<file path="src/rtl/reg_file_wb_ctrl.sv">
// Register file write-port controller: post-reset init sweep of x1..x31,
// then round-robin arbitration of write-back requesters onto the port.
module reg_file_wb_ctrl #(
    parameter int NUM_REQ  = 3,
    parameter bit INIT_IDX = 1'b1,
    parameter int DATA_W   = 32
) (
    input  logic                        clk,
    input  logic                        reset_n,
    input  logic [NUM_REQ-1:0]          req_valid,
    input  logic [5*NUM_REQ-1:0]        req_rd,
    input  logic [DATA_W*NUM_REQ-1:0]   req_data,
    output logic [NUM_REQ-1:0]          req_ready,
    input  logic                        wb_hold,
    input  logic                        soft_init,
    output logic                        reg_write,
    output logic [4:0]                  rd_sel,
    output logic [DATA_W-1:0]           wb_data,
    output logic                        init_done
);

    localparam int PTR_W = $clog2(NUM_REQ);

    typedef enum logic {
        INIT,
        RUN
    } state_e;

    state_e              state_q;
    logic [4:0]          cnt_q;
    logic [PTR_W-1:0]    rr_ptr_q;
    logic                reg_write_q;
    logic [4:0]          rd_sel_q;
    logic [DATA_W-1:0]   wb_data_q;
    logic                init_done_q;

    logic                gnt_vld;
    logic [NUM_REQ-1:0]  gnt_oh;
    logic [PTR_W-1:0]    gnt_nxt;
    logic [4:0]          gnt_rd;
    logic [DATA_W-1:0]   gnt_data;
    logic                xfer;

    // Pass 0 covers indices at/after rr_ptr, pass 1 wraps around to the rest.
    always_comb begin
        gnt_vld  = 1'b0;
        gnt_oh   = '0;
        gnt_nxt  = '0;
        gnt_rd   = '0;
        gnt_data = '0;
        for (int p = 0; p < 2; p++) begin
            for (int i = 0; i < NUM_REQ; i++) begin
                if (!gnt_vld && req_valid[i] &&
                    (p == 1 || PTR_W'(i) >= rr_ptr_q)) begin
                    gnt_vld   = 1'b1;
                    gnt_oh[i] = 1'b1;
                    gnt_nxt   = (i == NUM_REQ - 1) ? '0 : PTR_W'(i + 1);
                    gnt_rd    = req_rd[5*i +: 5];
                    gnt_data  = req_data[DATA_W*i +: DATA_W];
                end
            end
        end
    end

    assign xfer      = (state_q == RUN) && !wb_hold && !soft_init && gnt_vld;
    assign req_ready = xfer ? gnt_oh : {NUM_REQ{1'b0}};

    always_ff @(posedge clk or negedge reset_n) begin
        if (!reset_n) begin
            state_q     <= INIT;
            cnt_q       <= 5'd1;
            rr_ptr_q    <= '0;
            reg_write_q <= 1'b0;
            rd_sel_q    <= '0;
            wb_data_q   <= '0;
            init_done_q <= 1'b0;
        end else begin
            unique case (state_q)
                INIT: begin
                    reg_write_q <= 1'b1;
                    rd_sel_q    <= cnt_q;
                    wb_data_q   <= INIT_IDX ? DATA_W'(cnt_q) : '0;
                    if (cnt_q == 5'd31) begin
                        state_q     <= RUN;
                        init_done_q <= 1'b1;
                        cnt_q       <= 5'd1;
                    end else begin
                        cnt_q <= cnt_q + 5'd1;
                    end
                end
                RUN: begin
                    if (soft_init) begin
                        state_q     <= INIT;
                        cnt_q       <= 5'd1;
                        init_done_q <= 1'b0;
                        reg_write_q <= 1'b0;
                    end else if (xfer) begin
                        // rd=0 is consumed but never reaches the register file
                        reg_write_q <= (gnt_rd != 5'd0);
                        rd_sel_q    <= gnt_rd;
                        wb_data_q   <= gnt_data;
                        rr_ptr_q    <= gnt_nxt;
                    end else begin
                        reg_write_q <= 1'b0;
                    end
                end
            endcase
        end
    end

    assign reg_write = reg_write_q;
    assign rd_sel    = rd_sel_q;
    assign wb_data   = wb_data_q;
    assign init_done = init_done_q;

endmodule
</file>
<file path="config.mk">
export PLATFORM = sky130hd
export DESIGN_NAME = reg_file_wb_ctrl
export DESIGN_NICKNAME = d
export VERILOG_FILES = /design/src/rtl/reg_file_wb_ctrl.sv
export SDC_FILE = /design/constraint.sdc
export NUM_CORES = 1
export LEC_CHECK = 0
export ABC_AREA = 0
export ABC_CLOCK_PERIOD_IN_PS = 2640
export CAP_MARGIN = 15
export CORE_MARGIN = 2
export CORE_UTILIZATION = 38
export CTS_CLUSTER_DIAMETER = 30
export DETAILED_ROUTE_END_ITERATION = 8
export PLACE_DENSITY = 0.91
export SLEW_MARGIN = 20
export SYNTH_ARGS = -nofsm -noshare
export SYNTH_HDL_FRONTEND = slang
export SYNTH_SLANG_ARGS = --single-unit
export TNS_END_PERCENT = 30
</file>
<file path="constraint.sdc">
create_clock -name clk -period 2.64 [get_ports clk]
set_input_delay 0.264 -clock clk [delete_from_list [all_inputs] [get_ports clk]]
set_output_delay 0.264 -clock clk [all_outputs]
set_load 0.01 [all_outputs]
</file>
==> impl_metrics.json, run 1 <==
{
  "status": "complete, no violations",
  "num-fill-cells": 591,
  "crit_chain": "clkdlybuf4s50_1 -> or2_2 -> a21oi_1 -> and3_1 -> clkdlybuf4s50_1",
  "ant_nets": 0,
  "vias": 2922,
  "viasPerCell": 5.39,
  "rsz0062_at_grt": "no",
  "synth_enable_flop_cells": 0,
  "rrSetupSlack_ns": 0.50,
  "clk_pin_slew_ns": 0.09,
  "io_buffer_count": 159,
  "netlist-cell-type-count": 44,
  "ir_worst_vdd_v": 0.000428,
  "skew_ns": 0.00425,
  "die_area_mm2": 0.00776,
  "cts_root_buf": "clkbuf_8",
  "comb_power_share": 0.491,
  "endpoint": "req_ready[0]",
  "worstSetupEndpointType": "primary output",
  "layout-drive-gt1-share": 0.0762,
  "maxSlewHeadroom": 0.663,
  "finalWirelength_um": 9090,
  "clockPowerShare": 0.153,
  "row_count": 30,
  "routedWlPerCell_um": 16.8,
  "diodes": 0,
  "tightest_slew_ns": 0.506,
  "grt_antenna_before_repair": 0,
  "period_share": 0.897,
  "grt_first_pass_wirelength_um": 13900,
  "power_density_mw_per_mm2": 667,
  "crit_arrival_ns": 2.10,
  "cts_made_buffers": 5,
  "async_reset_ff_frac": 1.00,
  "drtIter0Drc": 122,
  "syn_nets": 416,
  "slew_viol_final": 0,
  "r2r-end": "wb_data[23]",
  "grt_overflow": 0,
  "hold_violations": 0,
  "ys_seq_area_frac": 0.438,
  "switching_share": 0.375,
  "fin_crit_ns": 2.37,
  "cp-startpoint": "req_valid[2]",
  "htreeDepth": 2,
  "die_y_um": 88.1,
  "avgSynthCellArea_um2": 9.08,
  "synth_seq_cells": 47,
  "cp_slowest_cell": "clkdlybuf4s50_1",
  "layout.nets": 565,
  "cts.repair.resized": 0,
  "place_area_mm2": 0.00434,
  "postLayoutCellArea_mm2": 0.00445,
  "hp-class": "primary input to asynchronous set/reset pin",
  "pre_cts_slack_ns": 0.120,
  "place_congestion": 0.881,
  "clk_path_buf_depth": 2,
  "syn-instance-count": 296,
  "dr.pass1.iters": 5,
  "r2r_start": "rr_ptr_q[1]",
  "startpoint_type": "primary input",
  "critPathMaxFanout": 9,
  "tns_ns": 0,
  "chipWidth_um": 88.1,
  "fmax_mhz": 422,
  "clock-sinks": 47,
  "internal-power_w": 0.00185,
  "switching_power_w": 0.00111,
  "worst_slack_ns": 0.273,
  "critPathRequiredTime_ns": 2.38,
  "grt_start_max_net_pins": 68,
  "drcViolationCount": 0,
  "yosysWarningCount": 0,
  "setup_viol": 0,
  "crit_type": "primary input to primary output",
  "multi_input_area_mm2": 0.00134,
  "seq_area_mm2": 0.00118,
  "cap_violations": 0,
  "first_global_vias": 2957,
  "start_util": 0.393,
  "leakagePower_nw": 1.83,
  "cp_common_cell": "clkdlybuf4s50_1",
  "critPathMaxStageDelay_ns": 0.54,
  "fin_util": 0.651,
  "r2r_cells": 7,
  "area_growth_pct": 65.4,
  "grt_usage": 0.228,
  "clock_latency_ns": 0.29,
  "hold_slack_ns": 0.340,
  "synthFlopType": "dfrtp_1",
  "io_pins": 160,
  "cts_tree": "done",
  "synth_area_mm2": 0.00269,
  "dp_hpwl_um": 7040,
  "pwr-share-seq": 0.356,
  "fp.coreArea_mm2": 0.00683
}
layout by cell type (no fill, tap or decap), drive strengths merged, types with 3 or more instances in the layout:
cell type      synthesis  routed
dfrtp                 46      46
nand2b                 3       3
a21o                   3       3
clkbuf                13       5
o21ai                 36      36
inv                    4       6
o22ai                  3       3
mux2                   6       6
a222oi                 8       8
a21oi                 40      40
buf                   17      13
nor2                  10      10
nor2b                  4       4
nand2                 16      16
and2                   3       3
a22o                  27      27
nand3                 28      28
clkdlybuf4s50          0     158
and3                   4       4
power groups by stage:
| stage | registers, W | clock network, W | logic [W] |
|---|---|---|---|
| after floorplan | 0.00106 | 0 | 0.000841 |
| after global placement | 0.00107 | 0 | 0.00141 |
| after detailed placement | 0.00107 | 0 | 0.00146 |
| after CTS | 0.00105 | 0.000461 | 0.00147 |
| after global routing | 0.00108 | 0.000487 | 0.00159 |
| final | 0.00106 | 0.000452 | 0.00146 |
sequential cells by signal, summed over array words and instances (netlist names):
signal	count
init_done	1
reg_write	1
wb_data	32
rd_sel	5
cnt_q	5
rr_ptr_q	2
state_q	1
worst min-delay path by stage:
stage | startpoint | end | slack (ns)
global placement | reset_n | wb_data[23] | 0.12
global route | reset_n | wb_data[23] | 0.35
CTS | reset_n | wb_data[15] | 0.34
finish | reset_n | wb_data[23] | 0.34
floorplan | reset_n | cnt_q[1] | -0.03
detailed placement | reset_n | wb_data[23] | 0.13
timing repair:
item,4_1_cts,5_1_grt
hold buffers,1,0
hold endpoints to repair,8,0
buffers inserted,0,0
cells in the mapped netlist, types with 2 or more instances:
cell	count	share of area
ha_1	2	0.0093
clkbuf_1	13	0.018
nor2_1	10	0.014
o31ai_1	2	0.0056
a222oi_1	8	0.030
buf_2	9	0.017
nor3_1	2	0.0037
dfrtp_1	46	0.43
and2_1	2	0.0047
nor2b_1	4	0.0093
buf_4	6	0.017
nand4_1	2	0.0047
nand3_1	28	0.052
nand2_1	16	0.022
inv_1	4	0.0056
and3_1	4	0.0093
o22ai_1	3	0.0070
buf_6	2	0.0084
o21ai_0	28	0.052
a21oi_1	39	0.073
nand2b_1	3	0.0070
a22o_1	27	0.088
a21o_1	3	0.0084
o21ai_1	8	0.015
mux2_2	6	0.025
per-layer routing:
layer / share of wire / global-route usage / vias up
met5: 0 / 0 / -
met4: 0.0096 / 0.0468 / 0
met3: 0.076 / 0.0490 / 10
met2: 0.52 / 0.431 / 122
met1: 0.40 / 0.263 / 1386
li1: - / - / 1404
cell families (layout without fill, tap and decap cells):
| family | after synthesis | after routing | synth area share |
|---|---|---|---|
| XOR/XNOR | 2 | 2 | 0.00652 |
| AO/OA/AOI/OAI | 128 | 128 | 0.311 |
| flip-flops | 47 | 47 | 0.438 |
| multiplexers | 7 | 7 | 0.0289 |
| AND/OR/NAND/NOR | 76 | 76 | 0.141 |
| buffers and inverters | 34 | 184 | 0.0656 |
| adder cells (fa/ha/maj) | 2 | 2 | 0.00931 |
worst max-delay path: cells and delay by family:
| family | cells | cell delay, ns |
|---|---|---|
| compound gates | 1 | 0.17 |
| simple gates | 2 | 0.58 |
| buf+inv | 2 | 1.08 |
stage by stage:
step | instances | power, W
final | 542 | 0.00296
after global routing | 542 | 0.00315
after CTS | 542 | 0.00298
after detailed placement | 533 | 0.00253
after global placement | 533 | 0.00247
after floorplan | 296 | 0.00190
cell type report:
cell class	instances	area share
inverter	4	0.00338
multi-input combinational	215	0.302
sequential	47	0.265
tap	96	0.0270
timing repair buffer	172	0.382
clock buffer	5	0.0155
clock inverter	3	0.00507
Power figures use the tool's default switching activity.
==> run 2: changes to the inputs <==
--- a/config.mk
+++ b/config.mk
@@ -11,6 +11,7 @@
 export CORE_MARGIN = 2
 export CORE_UTILIZATION = 38
 export CTS_CLUSTER_DIAMETER = 30
+export CTS_CLUSTER_SIZE = 20
 export DETAILED_ROUTE_END_ITERATION = 8
 export PLACE_DENSITY = 0.91
 export SLEW_MARGIN = 20
==> results of run 2 <==
Final layout, timing and power as in run 1 (identical DEF).
==> run 3: changes to the inputs <==
--- a/config.mk
+++ b/config.mk
@@ -14,7 +14,7 @@
 export CTS_CLUSTER_SIZE = 20
 export DETAILED_ROUTE_END_ITERATION = 8
 export PLACE_DENSITY = 0.91
-export SLEW_MARGIN = 20
+export SLEW_MARGIN = 30
 export SYNTH_ARGS = -nofsm -noshare
 export SYNTH_HDL_FRONTEND = slang
 export SYNTH_SLANG_ARGS = --single-unit
==> results of run 3 <==
Final layout, timing and power as in run 1 (identical DEF).
==> RTL change 1: new RTL, flow settings as in run 1 <==
`INIT_IDX`: 1'b1 -> 1'b0.
--- a/src/rtl/reg_file_wb_ctrl.sv
+++ b/src/rtl/reg_file_wb_ctrl.sv
@@ -3,5 +3,5 @@
 module reg_file_wb_ctrl #(
     parameter int NUM_REQ  = 3,
-    parameter bit INIT_IDX = 1'b1,
+    parameter bit INIT_IDX = 1'b0,
     parameter int DATA_W   = 32
 ) (
Behaviour: not the same (a bounded check fails within 4 cycles, from zero or initial values and one cycle with reset_n low).
==> RTL change 1 against run 1 <==
- the run now ends with hold timing left
- sequential cell count did not move
- wire length fell by 0.52%
- register-to-register slack improved by 0.16 ns
- synthesized cell count rose by 1.0%
- fmax fell by 1.9%
- count of clock-buffer cells in the layout rose by 3
- worst setup slack got worse by 0.045 ns
- synthesized area rose by 3.3%
- total power fell by 8.1%
- final area rose by 2.4%
- clock power rose by 2%
- highest routed layer unchanged
==> RTL change 1: results (changes against run 1) <==
- Max Fanout on Critical Path: 10 (was 9)
- Distinct cells, synth: 50 (was 44)
- Commonest cells post-synth: 46 x dfrtp_1, 39 x a21oi_1, 37 x nand2_1 (was 46 x dfrtp_1, 39 x a21oi_1, 28 x nand3_1, 28 x o21ai_0, 27 x a22o_1)
- DP HPWL: 6.77 mm (was 7.04 mm)
- Fill count: 615 (was 591)
- R2R depth: 6 (was 7)
- Max incr delay on CP: 0.61 ns (was 0.54 ns)
- Final hold slack: -0.0178 ns (was 0.340 ns)
- DR WL met3: 529 um (was 689 um)
- Clock buffer count: 8 (was 5)
- Met2 usage: 0.389 (was 0.431)
- Reg2reg end: reg_write (was wb_data[23])
- Arr. time, crit path: 2.15 ns (was 2.10 ns)
- GR Layer Usage met1: 0.264 (was 0.263)
- Adder-Cell Fraction of Synth Area: 0.00902 (was 0.00931)
- Status: finished with violations (was complete, no violations)
- Initial drt markers: 143 (was 122)
- Peak VDD IR: 0.317 mV (was 0.428 mV)
- Largest net degree at the start of global routing: 71 (was 68)
- Gpl congestion: 0.927 (was 0.881)
- Worst Tran Pin Value: 0.587 ns (was 0.506 ns)
- Leakage: 0.00186 uW (was 0.00183 uW)
- Sequential Area: 1180 um^2 (about the same)
- Inverters: 7 (was 4)
- P_sw: 994 uW (was 1110 uW)
- Sequential share of the synthesized area: 0.424 (was 0.438)
- Final count of hold timing violations: 41 (was 0)
- Area contributors post-synth: dfrtp_1 41%, a22oi_1 8.7%, a21oi_1 7.0% (was dfrtp_1 43%, a22o_1 8.8%, a21oi_1 7.3%)
- Combinational Power Share: 0.459 (was 0.491)
- Total Nets Final: 567 (was 565)
- Mux cell area share after synthesis: 0 (was 0.0289)
- Global-route wire length before repair: 13.5 mm (was 13.9 mm)
- Clock-cell share: 0.0220 (was 0.0205)
- Layout cells sized above 1: 0.0982 (was 0.0762)
- #MultiIn Comb: 216 (was 215)
- Violated checks: hold timing
- Met1 WL: 3.66 mm (was 3.62 mm)
- Syn nets: 419 (was 416)
- Sequential cell count: 47 (unchanged)
- Vias in the first global route: 2872 (was 2957)
-- RTL change 1: cell types whose count changed after synthesis, moves of 12 or more --
cell            run 1  this run
a22o_1             27         1
a22oi_1             0        32
a31o_1              0        12
a31o_2              1        20
nand2_1            16        37
nand3_1            28         1
o21ai_0            28         9
-- RTL change 1: metrics by stage --
step                instance area [um^2]  instances  setup WS [ns]
floorplan                           2780        299          0.818
global placement                    4450        539          0.255
detailed placement                  4450        539          0.219
CTS                                 4550        547          0.237
global route                        4550        547          0.159
finish                              4550        547          0.227
-- RTL change 1: worst max path at each step --
stage / slack, ns / start / cells past startpoint / end
finish: 0.23 / req_valid[2] / 5 / req_ready[1]
global placement: 0.26 / req_valid[2] / 5 / req_ready[1]
CTS: 0.24 / req_valid[2] / 5 / req_ready[1]
detailed placement: 0.22 / req_valid[1] / 7 / reg_write
floorplan: 0.82 / rr_ptr_q[1] / 7 / reg_write
global route: 0.16 / req_valid[2] / 5 / req_ready[1]
==> RTL change 2: new RTL, settings of run 1 <==
Made on the original files. Make the reset (`reset_n`) synchronous in one clocked block.
--- a/src/rtl/reg_file_wb_ctrl.sv
+++ b/src/rtl/reg_file_wb_ctrl.sv
@@ -66,5 +66,5 @@
     assign req_ready = xfer ? gnt_oh : {NUM_REQ{1'b0}};
 
-    always_ff @(posedge clk or negedge reset_n) begin
+    always_ff @(posedge clk) begin
         if (!reset_n) begin
             state_q     <= INIT;
Formal check against the unedited RTL: differs if reset_n is asserted again (counterexample within 4 cycles, from zero or initial values and one cycle with reset_n low); with reset_n held inactive, the same outputs for 10 cycles.
==> RTL change 2 against run 1 <==
- worst hold slack better by 0.15 ns
- sequential cell count stayed put
- synthesized area increased by 6.4%
- worst setup slack worse by 0.21 ns
- die area grew 6.1%
- core utilization shrank 0.71 points
- wire length grew 16%
- non-clock buffer count grew 9
- final area up 5.0%
- largest cell class unchanged
- highest routed layer unchanged
Power is not compared: it rests on default switching activity, and its combinational part moved more than twofold at a synthesized area within 25%.
==> RTL change 2: results (changes against run 1) <==
- Setup Skew: 0.00597 ns (was 0.00425 ns)
- Sequential Area: 941 um^2 (was 1180 um^2)
- Commonest cells post-synth: 47 x dfxtp_1, 32 x o21ai_0, 28 x a21oi_1, 28 x nand2_1, 26 x and2_1 (was 46 x dfrtp_1, 39 x a21oi_1, 28 x nand3_1, 28 x o21ai_0, 27 x a22o_1)
- Max Fanout on Critical Path: 6 (was 9)
- Layout cells sized above 1: 0.0797 (was 0.0762)
- Placed insts: 593 (was 533)
- Hold Path Class: register to register (was input pin to async pin)
- Dpl cell area: 4560 um^2 (was 4340 um^2)
- Worst Tran Pin Value: 0.617 ns (was 0.506 ns)
- Vias: 3464 (was 2922)
- Vias per cell: 5.76 (was 5.39)
- Vias in the first global route: 3328 (was 2957)
- Xor/xnor cell area share of the yosys netlist: 0 (was 0.00652)
- Post-Place Setup Slack: 0.0852 ns (was 0.120 ns)
- Met1 WL: 4.48 mm (was 3.62 mm)
- Fill count: 626 (was 591)
- Gpl congestion: 0.900 (was 0.881)
- Mux cell area share after synthesis: 0.00350 (was 0.0289)
- Initial DRT Pass Iterations: 6 (was 5)
- Distinct cells, synth: 52 (was 44)
- Adder-Cell Fraction of Synth Area: 0.00875 (was 0.00931)
- Async set-reset flop share out of synthesis: 0 (was 1.00)
- Status: complete, no violations (unchanged)
- Met3 usage: 0.0534 (was 0.0490)
- Met2 Wirelength: 5.15 mm (was 4.69 mm)
- WL/cell: 17.5 um (was 16.8 um)
- Syn nets: 467 (was 416)
- Top_reg_cell synth: dfxtp_1 (was dfrtp_1)
- DP HPWL: 8.00 mm (was 7.04 mm)
- GR Layer Usage met1: 0.295 (was 0.263)
- Sequential share of the synthesized area: 0.329 (was 0.438)
- Max FFs per register: 32 (unchanged)
- Total Nets Final: 621 (was 565)
- Global-route wire length before repair: 16.5 mm (was 13.9 mm)
- Area contributors post-synth: dfxtp_1 33%, a222oi_1 7.0%, and2_1 5.7% (was dfrtp_1 43%, a22o_1 8.8%, a21oi_1 7.3%)
- Initial drt markers: 264 (was 122)
- Largest net degree at the start of global routing: 48 (was 68)
- Gr usage total: 0.243 (was 0.228)
RTL change 2: changes by cell type in the layout (fill, tap and decap cells not counted), moves of 6 or more:
cell             run 1  this run
buf_4               11        22
o221ai_1             0        13
nand3_1             28         4
nand2_1             16        28
dfrtp_1             45         0
a21oi_1             39        28
a22o_1              27        13
a21o_1               3        14
a222oi_1             8        20
mux2_2               6         0
nor2b_1              4        12
dfxtp_1              0        47
and2_1               2        26
RTL change 2: final timing paths:
path                              startpoint      endpoint  slack [ns]  depth (start not counted)
worst max register to register   rr_ptr_q[0]   wb_data[18]        0.50                          7
worst min-delay path               rd_sel[4]     rd_sel[4]        0.49                          2
worst max-delay path            req_valid[2]  req_ready[2]        0.07                          6
worst min register to register     rd_sel[4]     rd_sel[4]        0.49                          2
RTL change 2: cell type report:
cell class	count	area share
Clock buffer	7	0.0206
Clock inverter	1	0.00161
Inverter	3	0.00241
Multi-Input combinational cell	263	0.371
Sequential cell	47	0.202
Tap cell	99	0.0265
Timing Repair Buffer	181	0.376
